## config.mk

```make
export PLATFORM = sky130hd
export DESIGN_NAME = wokwi_microtile_accum
export DESIGN_NICKNAME = d
export VERILOG_FILES = /design/src/rtl/wokwi_microtile_accum.sv
export SDC_FILE = /design/constraint.sdc
export NUM_CORES = 1
export LEC_CHECK = 0
export BUFFER_PORTS_ARGS = -buffer_cell sky130_fd_sc_hd__buf_2
export CAP_MARGIN = 20
export CORE_MARGIN = 4
export CORE_UTILIZATION = 45
export CTS_CLUSTER_SIZE = 28
export DETAILED_ROUTE_END_ITERATION = 10
export GPL_TIMING_DRIVEN = 0
export MAX_ROUTING_LAYER = met4
export PLACE_DENSITY = 0.66
export SYNTH_ARGS = -nofsm -noshare
export SYNTH_HDL_FRONTEND = slang
export SYNTH_SLANG_ARGS = --single-unit
```

## constraint.sdc

```tcl
create_clock -name clk -period 2.8 [get_ports clk]
set_clock_uncertainty 0.1 [all_clocks]
set_input_delay 0 -clock clk [delete_from_list [all_inputs] [get_ports clk]]
set_output_delay 0 -clock clk [all_outputs]
set_load 0.01 [all_outputs]
```

## src/rtl/wokwi_microtile_accum.sv

```systemverilog
// -----------------------------------------------------------------------------
// wokwi_microtile_accum
//
// Purpose:
//   8-bit opcode-driven accumulator microtile. Every rising clock edge the
//   accumulator is updated by a 3-bit opcode acting on its own prior value
//   and a 5-bit unsigned operand. The accumulator drives the outputs directly.
//
// Ports:
//   clk     in   1  system clock, all state changes on the rising edge
//   rst     in   1  synchronous active-high reset (loads RESET_VALUE)
//   ui_in   in   8  [2:0] opcode, [7:3] operand K (unsigned 0..31)
//   uo_out  out  8  accumulator value, straight from the register
//
// Opcodes:
//   000 HOLD  001 LOAD  010 ADD  011 SUB  100 SHL  101 SHR  110 ROL  111 XOR
//
// Build option:
//   SATURATE_EN  when defined, ADD clamps at 8'hFF and SUB clamps at 8'h00
//                instead of wrapping. Port list is the same either way.
// -----------------------------------------------------------------------------
module wokwi_microtile_accum #(
  parameter logic [7:0] RESET_VALUE = 8'h00
) (
  input  logic       clk,
  input  logic       rst,
  input  logic [7:0] ui_in,
  output logic [7:0] uo_out
);

  typedef enum logic [2:0] {
    OP_HOLD = 3'b000,
    OP_LOAD = 3'b001,
    OP_ADD  = 3'b010,
    OP_SUB  = 3'b011,
    OP_SHL  = 3'b100,
    OP_SHR  = 3'b101,
    OP_ROL  = 3'b110,
    OP_XOR  = 3'b111
  } op_e;

  op_e        op;
  logic [7:0] k;
  logic [7:0] acc;
  logic [7:0] acc_next;
  logic [7:0] add_res;
  logic [7:0] sub_res;

  assign op = op_e'(ui_in[2:0]);
  assign k  = {3'b000, ui_in[7:3]};

`ifdef SATURATE_EN
  // Ninth bit carries the overflow (ADD) or borrow (SUB) used to clamp.
  logic [8:0] add_full;
  logic [8:0] sub_full;

  assign add_full = {1'b0, acc} + {1'b0, k};
  assign sub_full = {1'b0, acc} - {1'b0, k};
  assign add_res  = add_full[8] ? 8'hFF : add_full[7:0];
  assign sub_res  = sub_full[8] ? 8'h00 : sub_full[7:0];
`else
  // Plain 8-bit arithmetic; the carry/borrow is intentionally dropped.
  assign add_res = acc + k;
  assign sub_res = acc - k;
`endif

  always_comb begin
    // NOTE: default assigned first so no path through the case leaves
    // acc_next unassigned, which would infer a latch.
    acc_next = acc;
    unique case (op)
      OP_HOLD: acc_next = acc;
      OP_LOAD: acc_next = k;
      OP_ADD:  acc_next = add_res;
      OP_SUB:  acc_next = sub_res;
      OP_SHL:  acc_next = {acc[6:0], 1'b0};
      OP_SHR:  acc_next = {1'b0, acc[7:1]};
      OP_ROL:  acc_next = {acc[6:0], acc[7]};
      OP_XOR:  acc_next = acc ^ k;
      default: acc_next = acc;
    endcase
  end

  // Reset wins over any opcode presented in the same cycle.
  always_ff @(posedge clk) begin
    // NOTE: non-blocking assignment so every register samples the pre-edge
    // values, independent of statement ordering between processes.
    if (rst) begin
      acc <= RESET_VALUE;
    end else begin
      acc <= acc_next;
    end
  end

  assign uo_out = acc;

endmodule

```

==> results.yml <==
synth:
  netlist_instances: 132
  synth_area_leader_cell: "dfxtp_1"
  synthTopCellsByArea: "dfxtp_1 16%, ha_1 9.9%, xnor2_1 6.9%"
  yosys_warnings: 0
  avgSynthCellArea_um2: 7.678
  synth_enable_flop_cells: 0
  synth.cell_area_mm2: 0.001013
  synth_seq_area_share_pct: 15.80
  ys.flop_type: "dfxtp_1"
  synth_top_area_share_pct: 15.80
  syn-num-nets: 151
  synth.most_common_cell: "nor2_1"
  ys_ff_latch: 8
  synth_async_sr_flop_share_pct: 0
  synth_cell_types: 43
  yosys-top-cells-count: "11 x nor2_1, 9 x a21oi_1, 9 x nand2_1"
floorplan:
  io_pins: 18
  dieArea_mm2: 0.003075
  fp.dieH_um: 55.46
  start_util_pct: 49.63
  core-area_mm2: 0.002042
  die_w_um: 55.46
  fp-row-count: 16
flow_run:
  cap_violations: 0
clocking:
  cts_tree: "yes"
  clock_path_buffers: 2
  cts_sinks: 8
  htreeDepth: 1
  worst_skew_pair.late_latency_ns: 0.26
  cts_buffers: 3
  clk_pin_slew_worst_paths_ns: 0.06
  root_buffer: "clkbuf_4"
sta:
  max_freq_mhz: 480.5
  maxSlewViolCount: 0
  setup_viol: 0
  fin_crit_sh_pct: 74.32
  holdWs_ns: 0.04429
  period_needed_ns: 2.081
  grt_setup_unrepaired: "no"
  fin_tns_setup_ns: 0
  finalHoldViolCount: 0
  slew_headroom_pct: 68.30
  worstMarginPinSlew_ns: 0.4755
finish:
  diodes: 0
  area_growth_syn_to_layout_pct: 13.95
  fin_util_pct: 56.56
  nets: 172
  largest_register_ffs: 8
  finalInstanceArea_mm2: 0.001155
  drive_above_1_share_pct: 19.21
placement:
  hpwl_mm: 2.123
  gp_congestion: 0.8822
  placed_area_mm2: 0.001122
  port_buffers: 15
worst_setup_path:
  cp_max_fo: 6
  critPathArrivalTime_ns: 2.14
  end_kind: "flip-flop"
  cp-start-kind: "flip-flop"
  crit_required_ns: 2.85
  worstSetupPathType: "reg2reg"
route:
  ant_nets: 0
  drt_iter0_markers: 24
  wl_met1_mm: 1.261
  post_drt_wl_per_cell_um: 15.06
  drc: 0
  drt-total-wl_mm: 2.680
  route.met3.wl_um: 167
  num_vias: 1057
  wl_met2_mm: 1.202
  dr.max_layer_used: "met4"
  viasPerCell: 5.938
  dr.pass1.iters: 4
global_route:
  grt_pass1_wl_mm: 4.629
  antenna_found_initial: 0
  overflow: 0
  grt_max_degree: 11
  grt_pass1_vias: 1007
  grt_usage_pct: 19.00
power:
  p_total_mw: 0.4678
  power_density_mw_per_mm2: 405.0
  p_leak_nw: 0.5355
  ir_drop_mv: 0.2267
min_path:
  hp-class: "in2reg"
outcome:
  outcome: "complete, no violations"
## critical path, cell delays in order (launching register included)
cell and delay, ns:
dfxtp_1 0.43, inv_1 0.12, fa_1 0.47, nor2b_1 0.14
o21a_1 0.16, nor3_1 0.06, o21a_1 0.18, o41ai_1 0.32
## final cells by class
type / count / area [um2]
Fill cell: 225 / 887.1
Multi-Input combinational cell: 110 / 787.0
Sequential cell: 8 / 160.2
Timing Repair Buffer: 16 / 85.08
Buffer: 7 / 40.04
Tap cell: 27 / 33.78
Inverter: 7 / 26.28
Clock buffer: 3 / 22.52
## layer usage
| layer | GRT usage [%] | up-vias |
|---|---|---|
| li1 | - | 528 |
| met1 | 26.64 | 487 |
| met2 | 27.03 | 37 |
| met3 | 1.632 | 5 |
| met4 | 9.375 | 0 |
| met5 | - | - |
## per-stage QoR
step | cells | worst slack (ns)
after floorplan | 132 | 0.7139
after global placement | 174 | 0.5403
after detailed placement | 174 | 0.4888
after CTS | 178 | 0.7271
after global routing | 178 | 0.6207
final | 178 | 0.7189
## logic make-up after synthesis
group | Yosys count | share of synthesized area, %
xor gates and xnor gates | 11 | 10.25
AOI/OAI and AO/OA | 44 | 30.00
adders and majority gates | 9 | 11.85
muxes | 4 | 4.074
DFF | 8 | 15.80
and+or+nand+nor | 42 | 21.48
buffers and inverters | 14 | 6.543
## worst paths after layout
check             startpoint   endpoint  slack [ns]  cells after the start
hold / removal      ui_in[1]  uo_out[7]        0.04                      3
setup reg to reg   uo_out[1]  uo_out[4]        0.72                      7
hold reg to reg    uo_out[2]  uo_out[2]        0.48                      2
setup / recovery   uo_out[1]  uo_out[4]        0.72                      7
## power by group
group	leakage (nW)	switching, mW	internal (mW)
clock network	0.0138	0.0452	0.0495
logic	0.456	0.123	0.106
registers	0.0659	0.0185	0.126
total	0.536	0.186	0.281
## cell usage in the layout (no fill, tap or decap), types with 2 or more instances in the layout
master,instances
dfxtp_1,8
o22ai_1,4
nor2_1,11
a21o_1,5
nand2_1,9
a22oi_1,5
xnor2_1,8
nand3b_1,2
ha_1,8
o21ai_0,4
a21oi_1,9
o32ai_1,2
xor2_1,2
buf_2,20
nor2b_1,5
o21a_1,3
inv_1,7
a31oi_1,2
clkbuf_4,3
a211oi_1,3
nand3_1,2
nor3_1,4
mux2i_1,3
## what timing repair did
| item | in CTS | in global routing |
|---|---|---|
| endpoints found under the hold margin | 6 | 0 |
| endpoints found under the setup margin | 0 | 0 |
| hold buffers | 1 | 0 |
| gates resized for setup | 0 | 0 |
| setup buffers | 0 | 0 |
(Power assumes the default switching activity.)
